===== src/rtl/snake_pkg.sv =====
// rtl/snake_pkg.sv - shared types and default sizes for the snake body tracer
package snake_pkg;

    localparam int DEF_WIDTH  = 2;
    localparam int DEF_DEPTH  = 234;
    localparam int DEF_GRID_W = 18;
    localparam int DEF_GRID_H = 13;

    typedef enum logic [1:0] {
        DIR_RIGHT = 2'd0,
        DIR_DOWN  = 2'd1,
        DIR_LEFT  = 2'd2,
        DIR_UP    = 2'd3
    } dir_t;

    typedef enum logic [2:0] {
        ST_IDLE,
        ST_PUSH_WAIT,
        ST_TRACE_WAIT,
        ST_TRACE,
        ST_DONE
    } state_t;

endpackage


===== src/rtl/snake_body_tracer_if.sv =====
// rtl/snake_body_tracer_if.sv - push/trace request and result bundle between game logic and tracer
interface snake_body_tracer_if #(
    parameter int WIDTH = 2,
    parameter int X_W   = 5,
    parameter int Y_W   = 4,
    parameter int LEN_W = 8
);
    logic             push_valid;
    logic [WIDTH-1:0] push_dir;
    logic             push_ready;
    logic             trace_valid;
    logic             trace_ready;
    logic [X_W-1:0]   head_x;
    logic [Y_W-1:0]   head_y;
    logic [LEN_W-1:0] length;
    logic [X_W-1:0]   query_x;
    logic [Y_W-1:0]   query_y;
    logic             busy;
    logic             done;
    logic             hit;
    logic [LEN_W-1:0] hit_index;
    logic [X_W-1:0]   tail_x;
    logic [Y_W-1:0]   tail_y;

    modport master (
        output push_valid, push_dir, trace_valid, head_x, head_y, length, query_x, query_y,
        input  push_ready, trace_ready, busy, done, hit, hit_index, tail_x, tail_y
    );

    modport slave (
        input  push_valid, push_dir, trace_valid, head_x, head_y, length, query_x, query_y,
        output push_ready, trace_ready, busy, done, hit, hit_index, tail_x, tail_y
    );
endinterface


===== src/rtl/snake_step.sv =====
// rtl/snake_step.sv - wrap-around reverse step: position of the segment behind a move
module snake_step
    import snake_pkg::*;
#(
    parameter int GRID_W = DEF_GRID_W,
    parameter int GRID_H = DEF_GRID_H,
    parameter int X_W    = 5,
    parameter int Y_W    = 4
) (
    input  logic [X_W-1:0] x,
    input  logic [Y_W-1:0] y,
    input  dir_t           dir,
    output logic [X_W-1:0] prev_x,
    output logic [Y_W-1:0] prev_y
);
    localparam logic [X_W-1:0] X_LAST = X_W'(GRID_W - 1);
    localparam logic [Y_W-1:0] Y_LAST = Y_W'(GRID_H - 1);

    // Undo the move: subtract the direction's delta, wrapping at the grid edges.
    always_comb begin
        prev_x = x;
        prev_y = y;
        case (dir)
            DIR_RIGHT: prev_x = (x == '0)     ? X_LAST : x - X_W'(1);
            DIR_LEFT:  prev_x = (x == X_LAST) ? '0     : x + X_W'(1);
            DIR_DOWN:  prev_y = (y == '0)     ? Y_LAST : y - Y_W'(1);
            DIR_UP:    prev_y = (y == Y_LAST) ? '0     : y + Y_W'(1);
        endcase
    end
endmodule


===== src/rtl/snake_body_tracer.sv =====
// rtl/snake_body_tracer.sv - ring recirculation, head insertion and body walk over the direction ring
module snake_body_tracer
    import snake_pkg::*;
#(
    parameter int WIDTH  = DEF_WIDTH,
    parameter int DEPTH  = DEF_DEPTH,
    parameter int GRID_W = DEF_GRID_W,
    parameter int GRID_H = DEF_GRID_H,
    parameter int X_W    = 5,
    parameter int Y_W    = 4,
    parameter int LEN_W  = 8
) (
    input  logic             clk,
    input  logic             rst,
    input  logic [WIDTH-1:0] sr_out,
    output logic [WIDTH-1:0] sr_in,
    snake_body_tracer_if.slave bus
);
    localparam int              PH_W    = (DEPTH > 1) ? $clog2(DEPTH) : 1;
    localparam logic [PH_W-1:0] PH_LAST = PH_W'(DEPTH - 1);

    state_t           state, state_nx;
    logic [PH_W-1:0]  phase, phase_nx, head_phase, push_phase;
    logic [WIDTH-1:0] dir_q;
    logic [X_W-1:0]   pos_x, query_x_q, tail_x_q, step_x;
    logic [Y_W-1:0]   pos_y, query_y_q, tail_y_q, step_y;
    logic [LEN_W-1:0] len_q, k, len_eff, hit_index_q;
    logic             hit_q, last_step;

    assign phase_nx   = (phase == PH_LAST) ? '0 : phase + PH_W'(1);
    assign push_phase = (head_phase == '0) ? PH_LAST : head_phase - PH_W'(1);
    assign last_step  = (k == len_q - LEN_W'(1));

    always_comb begin
        if (bus.length == '0)
            len_eff = LEN_W'(1);
        else if (bus.length > LEN_W'(DEPTH))
            len_eff = LEN_W'(DEPTH);
        else
            len_eff = bus.length;
    end

    snake_step #(
        .GRID_W (GRID_W),
        .GRID_H (GRID_H),
        .X_W    (X_W),
        .Y_W    (Y_W)
    ) u_step (
        .x      (pos_x),
        .y      (pos_y),
        .dir    (dir_t'(sr_out)),
        .prev_x (step_x),
        .prev_y (step_y)
    );

    // Trace waits land one cycle early so TRACE's first cycle is the one where d_1 is on sr_out.
    always_comb begin
        state_nx        = state;
        sr_in           = sr_out;
        bus.push_ready  = 1'b0;
        bus.trace_ready = 1'b0;
        case (state)
            ST_IDLE: begin
                if (!rst) begin
                    bus.push_ready  = bus.push_valid;
                    bus.trace_ready = bus.trace_valid & ~bus.push_valid;
                end
                if (bus.push_valid)
                    state_nx = ST_PUSH_WAIT;
                else if (bus.trace_valid) begin
                    if (len_eff == LEN_W'(1))
                        state_nx = ST_DONE;
                    else if (phase_nx == head_phase)
                        state_nx = ST_TRACE;
                    else
                        state_nx = ST_TRACE_WAIT;
                end
            end
            ST_PUSH_WAIT: begin
                if (phase == push_phase) begin
                    if (!rst)
                        sr_in = dir_q;
                    state_nx = ST_IDLE;
                end
            end
            ST_TRACE_WAIT: if (phase_nx == head_phase) state_nx = ST_TRACE;
            ST_TRACE:      if (last_step) state_nx = ST_DONE;
            ST_DONE:       state_nx = ST_IDLE;
            default:       state_nx = ST_IDLE;
        endcase
    end

    always_ff @(posedge clk) begin
        if (rst) begin
            state       <= ST_IDLE;
            phase       <= '0;
            head_phase  <= '0;
            dir_q       <= '0;
            pos_x       <= '0;
            pos_y       <= '0;
            query_x_q   <= '0;
            query_y_q   <= '0;
            len_q       <= '0;
            k           <= '0;
            hit_q       <= 1'b0;
            hit_index_q <= '0;
            tail_x_q    <= '0;
            tail_y_q    <= '0;
        end else begin
            state <= state_nx;
            phase <= phase_nx;
            case (state)
                ST_IDLE: begin
                    if (bus.push_valid)
                        dir_q <= bus.push_dir;
                    else if (bus.trace_valid) begin
                        pos_x       <= bus.head_x;
                        pos_y       <= bus.head_y;
                        query_x_q   <= bus.query_x;
                        query_y_q   <= bus.query_y;
                        len_q       <= len_eff;
                        k           <= LEN_W'(1);
                        hit_q       <= 1'b0;
                        hit_index_q <= '0;
                        if (len_eff == LEN_W'(1)) begin
                            tail_x_q <= bus.head_x;
                            tail_y_q <= bus.head_y;
                        end
                    end
                end
                ST_PUSH_WAIT: if (phase == push_phase) head_phase <= phase;
                ST_TRACE: begin
                    pos_x <= step_x;
                    pos_y <= step_y;
                    k     <= k + LEN_W'(1);
                    if (step_x == query_x_q && step_y == query_y_q && !hit_q) begin
                        hit_q       <= 1'b1;
                        hit_index_q <= k;
                    end
                    if (last_step) begin
                        tail_x_q <= step_x;
                        tail_y_q <= step_y;
                    end
                end
                default: ;
            endcase
        end
    end

    assign bus.busy      = (state != ST_IDLE);
    assign bus.done      = (state == ST_DONE);
    assign bus.hit       = hit_q;
    assign bus.hit_index = hit_index_q;
    assign bus.tail_x    = tail_x_q;
    assign bus.tail_y    = tail_y_q;
endmodule


===== src/flat_wrapper.sv =====
// flat-port wrapper written by rule: the top's interface ports become plain ports
module snake_body_tracer_flat import snake_pkg::*;
#(
    parameter int WIDTH  = DEF_WIDTH,
    parameter int DEPTH  = DEF_DEPTH,
    parameter int GRID_W = DEF_GRID_W,
    parameter int GRID_H = DEF_GRID_H,
    parameter int X_W    = 5,
    parameter int Y_W    = 4,
    parameter int LEN_W  = 8
)
  (clk, rst, sr_out, sr_in, bus_push_valid, bus_push_dir, bus_trace_valid, bus_head_x, bus_head_y, bus_length, bus_query_x, bus_query_y, bus_push_ready, bus_trace_ready, bus_busy, bus_done, bus_hit, bus_hit_index, bus_tail_x, bus_tail_y);
  snake_body_tracer_if #(.WIDTH(WIDTH), .X_W(X_W), .Y_W(Y_W), .LEN_W(LEN_W)) bus_i ();
  input  logic clk;
  input  logic rst;
  input  logic [WIDTH-1:0] sr_out;
  output logic [WIDTH-1:0] sr_in;
  input wire logic [$bits(bus_i.push_valid)-1:0] bus_push_valid;
  input wire logic [$bits(bus_i.push_dir)-1:0] bus_push_dir;
  input wire logic [$bits(bus_i.trace_valid)-1:0] bus_trace_valid;
  input wire logic [$bits(bus_i.head_x)-1:0] bus_head_x;
  input wire logic [$bits(bus_i.head_y)-1:0] bus_head_y;
  input wire logic [$bits(bus_i.length)-1:0] bus_length;
  input wire logic [$bits(bus_i.query_x)-1:0] bus_query_x;
  input wire logic [$bits(bus_i.query_y)-1:0] bus_query_y;
  output wire logic [$bits(bus_i.push_ready)-1:0] bus_push_ready;
  output wire logic [$bits(bus_i.trace_ready)-1:0] bus_trace_ready;
  output wire logic [$bits(bus_i.busy)-1:0] bus_busy;
  output wire logic [$bits(bus_i.done)-1:0] bus_done;
  output wire logic [$bits(bus_i.hit)-1:0] bus_hit;
  output wire logic [$bits(bus_i.hit_index)-1:0] bus_hit_index;
  output wire logic [$bits(bus_i.tail_x)-1:0] bus_tail_x;
  output wire logic [$bits(bus_i.tail_y)-1:0] bus_tail_y;
  assign bus_i.push_valid = bus_push_valid;
  assign bus_i.push_dir = bus_push_dir;
  assign bus_i.trace_valid = bus_trace_valid;
  assign bus_i.head_x = bus_head_x;
  assign bus_i.head_y = bus_head_y;
  assign bus_i.length = bus_length;
  assign bus_i.query_x = bus_query_x;
  assign bus_i.query_y = bus_query_y;
  assign bus_push_ready = bus_i.push_ready;
  assign bus_trace_ready = bus_i.trace_ready;
  assign bus_busy = bus_i.busy;
  assign bus_done = bus_i.done;
  assign bus_hit = bus_i.hit;
  assign bus_hit_index = bus_i.hit_index;
  assign bus_tail_x = bus_i.tail_x;
  assign bus_tail_y = bus_i.tail_y;
  snake_body_tracer #(.WIDTH(WIDTH), .DEPTH(DEPTH), .GRID_W(GRID_W), .GRID_H(GRID_H), .X_W(X_W), .Y_W(Y_W), .LEN_W(LEN_W)) u_core (.clk(clk), .rst(rst), .sr_out(sr_out), .sr_in(sr_in), .bus(bus_i));
endmodule

===== config.mk =====
export PLATFORM = sky130hd
export DESIGN_NAME = snake_body_tracer_flat
export DESIGN_NICKNAME = d
export VERILOG_FILES = /design/src/rtl/snake_pkg.sv /design/src/rtl/snake_body_tracer_if.sv /design/src/rtl/snake_step.sv /design/src/rtl/snake_body_tracer.sv /design/src/flat_wrapper.sv
export SDC_FILE = /design/constraint.sdc
export NUM_CORES = 1
export LEC_CHECK = 0
export CAP_MARGIN = 20
export CORE_AREA = 2 2 97 108
export DETAILED_ROUTE_END_ITERATION = 8
export DIE_AREA = 0 0 99 110
export PLACE_DENSITY = 0.68
export SLEW_MARGIN = 20
export SYNTH_ARGS = -nofsm -noshare
export SYNTH_HDL_FRONTEND = slang
export SYNTH_SLANG_ARGS = --single-unit

===== constraint.sdc =====
create_clock -name clk -period 5.52 [get_ports clk]
set_input_delay 1.104 -clock clk [delete_from_list [all_inputs] [get_ports clk]]
set_output_delay 1.104 -clock clk [all_outputs]
set_load 0.03 [all_outputs]

==> summary.txt <==
Status
  – Outcome: complete, no violations

Synthesis
  – Number of distinct library cells after synthesis: roughly 70
  – Netlist area before placement: roughly 4500 sq um
  – Synth Area per Inst: a little under 8 sq um
  – Area share of the largest cell type after synthesis: 32.5%
  – Leading post-synthesis cells by cell area: dfxtp_1 (33%), nor2_1 (5.1%), a21oi_1 (4.8%)
  – Prevailing post-synth register cell: dfxtp_1
  – Register bit total from synthesis: 73
  – Leading area contributor after synthesis: dfxtp_1
  – Number of enable flip-flop cells after synthesis: 0
  – Net Count, Synth: just over 600
  – Ys Warns: 0
  – Share of the yosys chip area belonging to registers: between 30% and 40%
  – Share of synthesized flip-flops with an asynchronous set or reset: 0%
  – Synthesized instance count: between 500 and 600

Global routing
  – Initial antenna violation count: 0
  – Aggregate global-route resource usage: a little over a fifth
  – Maximum number of pins on one net before global-route repair: 49
  – First-pass GRT wire length: approximately 19 mm
  – Vias in the first global route: approximately 3.8k
  – Overflow left after global routing: 0

Drt
  – Post-route DRC: 0
  – Detail-routed net length per standard cell: 15.7 um
  – Number of optimization iterations in the first detailed-route pass: 5
  – Final antenna-violating net count: 0
  – Via count of the routed design: 4199
  – Routed via count divided by cell count: between 5 and 6
  – Detailed router's first-iteration violation count: 158
  – Routed wire length: 11.4 mm

Power
  – Pwr/cell area: ~320 nW/um^2
  – Total power: roughly 1.7 mW
  – Leakage power summed over all cells: around 1.9 nW
  – IR drop worst, VDD: around 0.00014 V

Placed design
  – Total instance count after detailed placement: between 700 and 800
  – HPWL after detailed placement: approximately 8 mm
  – Count of input and output buffers: 57
  – Placer congestion estimate: between 0.8 and 0.9
  – Worst Setup Slack post-DPL: 0.896 ns

Clock network
  – Insertion delay to the later sink of the worst-skew pair: 0.36 ns
  – Inserted Clock Buffers: 9
  – Cts hold-fix bufs: 0
  – Number of levels the H-tree was split into: 3
  – Setup Fix Bufs, Post-CTS: 0
  – Clock Path Buffers: 2
  – Library cell used as clock root buffer: clkbuf_8
  – Clock tree from TritonCTS: yes
  – Cells resized by post-CTS repair: 0
  – Clock-pin slew reported for the worst setup and hold paths after clock tree synthesis: ~0.08 ns
  – Number of sinks driven by the clock tree: 73

Finish
  – Register area: about 1500 sq um
  – Synth-to-Final Area Change: 17.0%
  – Antenna diode count: 0
  – Leading cell types in the layout, fill and taps excluded: dfxtp_1 (73), nor2_1 (61), clkdlybuf4s50_1 (56)
  – Number of nets in the finished design: roughly 650
  – Leading cell type in the layout, fill and taps excluded: dfxtp_1
  – Final standard cell count with taps included and fillers excluded: between 700 and 800
  – Area used by multi-input combinational logic: 2740 sq um
  – FILL cells: about 900
  – Share of the core filled with cells: ~54%
  – Share of cells above drive strength 1: under 10%

Worst setup path
  – Library cell contributing the largest single delay on the critical path: clkdlybuf4s50_1
  – Number of buffer and inverter instances along the worst setup path: 3
  – Critical path class: reg -> out
  – Category of the worst setup path capture point: output pin
  – Arrival time at the worst endpoint: approximately 3.9 ns
  – WP data required: between 4 and 5 ns
  – Worst path top cell family by delay: simple AND/OR/NAND/NOR gates
  – Max FO, Critical Path: 9
  – Highest cell delay on the worst timing path: between 0.5 and 0.6 ns
  – Startpoint type of the worst setup path: register
  – Critical path, cell by cell: inv_1 -> ha_1 -> nor3b_1 -> and3b_1 -> o311ai_1 -> nor4b_1 -> o2111ai_1 -> or4_1 -> buf_4 -> nor2_8 -> mux2_4 -> clkdlybuf4s50_1

STA
  – Setup ws final: ~0.54 ns
  – Worst-margin pin slew: between 0.7 and 0.8 ns
  – Post-route clock period utilization: ~90%
  – RSZ-0062 raised after global routing: no
  – Min Clock Period, post-route: roughly 5.0 ns
  – Top achievable clock speed: 201 MHz
  – Final setup violating endpoints: 0
  – Clock tree skew after final layout: 0.0123 ns
  – Slew headroom: about half
  – Final Hold Violating Endpoints: 0
  – Total Neg Setup Slack: 0 ns
  – Final max-slew violation count: 0

Run
  – Total of max-cap violations: 0

Floorplan
  – Die extent in y: roughly 110 um
  – Area of the placeable core: 9750 sq um
  – Die Area: ~11000 sq um
  – Die width: roughly 99 um
  – Number of rows in the core area: 38
  – Initial core utilization: 46.1%
  – Boundary Pins: between 50 and 60

Hold path
  – Min-delay worst type: reg -> reg
==> layout make-up <==
class	count	area share, %
Multi-Input combinational cell	431	52.1
Clock inverter	6	1.28
Clock buffer	10	2.62
Timing Repair Buffer	63	11.6
Inverter	24	1.71
Sequential cell	73	27.8
Tap cell	120	2.86
==> where the power goes <==
group	leakage (nW)	internal, mW	switching (mW)	total [mW]
Clock	0.0985	0.222	0.210	0.432
Sequential	0.593	0.584	0.0774	0.662
Combinational	1.24	0.243	0.339	0.583
==> logic make-up (layout without fill, tap and decap cells) <==
kind of cell             Yosys count  after routing  share of synthesized area, %
flip-flops                        73             73                          32.5
multiplexers                      18             18                          4.31
XOR/XNOR                          39             39                          7.60
AND/OR/NAND/NOR                  239            239                          27.8
buffers and inverters             71            103                          6.62
adder cells (fa/ha/maj)           11             11                          3.06
AO/OA/AOI/OAI                    124            124                          18.1
==> registers in the layout, indices dropped and copies added (netlist names) <==
register,flops
u_core.query_x_q,5
u_core.query_y_q,4
u_core.bus.tail_x,5
u_core.pos_x,5
u_core.len_q,8
u_core.state,3
u_core.k,8
u_core.bus.hit,1
u_core.phase,8
u_core.bus.tail_y,4
u_core.head_phase,8
u_core.pos_y,4
u_core.bus.hit_index,8
u_core.dir_q,2
==> worst register-to-register path, stage by stage, from the launching register on <==
cell       delay, ns
dfxtp_1         0.46
inv_1           0.08
ha_1            0.32
o21bai_1        0.20
a2111oi_0       0.48
a311oi_1        0.11
a211oi_1        0.31
o22a_1          0.41
and2_1          0.47
nor2_1          0.09
a211oi_1        0.24
==> stage by stage <==
step | hold WS (ns) | area (sq um)
global placement | 0.457 | 5050
detailed placement | 0.462 | 5050
CTS | 0.474 | 5260
finish | 0.470 | 5260
global route | 0.486 | 5260
floorplan | 0.448 | 4500
==> final timing paths <==
kind / startpoint / end / slack, ns / depth (start not counted)
max reg2reg: u_core.len_q[0]$_SDFFE_PP0P_ / u_core.bus.tail_x[2]$_SDFFE_PP0P_ / 2.28 / 10
min: u_core.query_x_q[3]$_SDFFE_PP0P_ / u_core.query_x_q[3]$_SDFFE_PP0P_ / 0.47 / 2
min reg2reg: u_core.query_x_q[3]$_SDFFE_PP0P_ / u_core.query_x_q[3]$_SDFFE_PP0P_ / 0.47 / 2
max: u_core.head_phase[1]$_SDFFE_PP0P_ / sr_in[0] / 0.54 / 12
==> cells in the mapped netlist (3+ instances only) <==
cell type	count
dfxtp_1	73
nor2_1	61
nand2_1	50
a21oi_1	43
clkbuf_1	36
nor3_1	28
inv_1	24
nand3_1	24
xnor2_1	22
xor2_1	17
a211oi_1	13
mux2i_1	13
o21ai_0	12
ha_1	11
nand4_1	10
buf_2	7
nor2b_1	7
or2_0	7
a21o_1	6
nand2b_1	6
nor3b_1	6
a31oi_1	5
nor4_1	5
o22ai_1	5
or4_1	5
and2_1	4
o21ai_1	4
o31ai_1	4
or3_1	4
and3_1	3
buf_6	3
==> per-layer routing <==
metal  vias up  routed length (um)  GRT usage, %
met4         0                 138          6.75
met3        11                 740          3.40
li1       2092                   -             -
met1      1948                5070          27.9
met5         -                   0             0
met2       148                5440          35.9
Power figures use the tool's default switching activity.
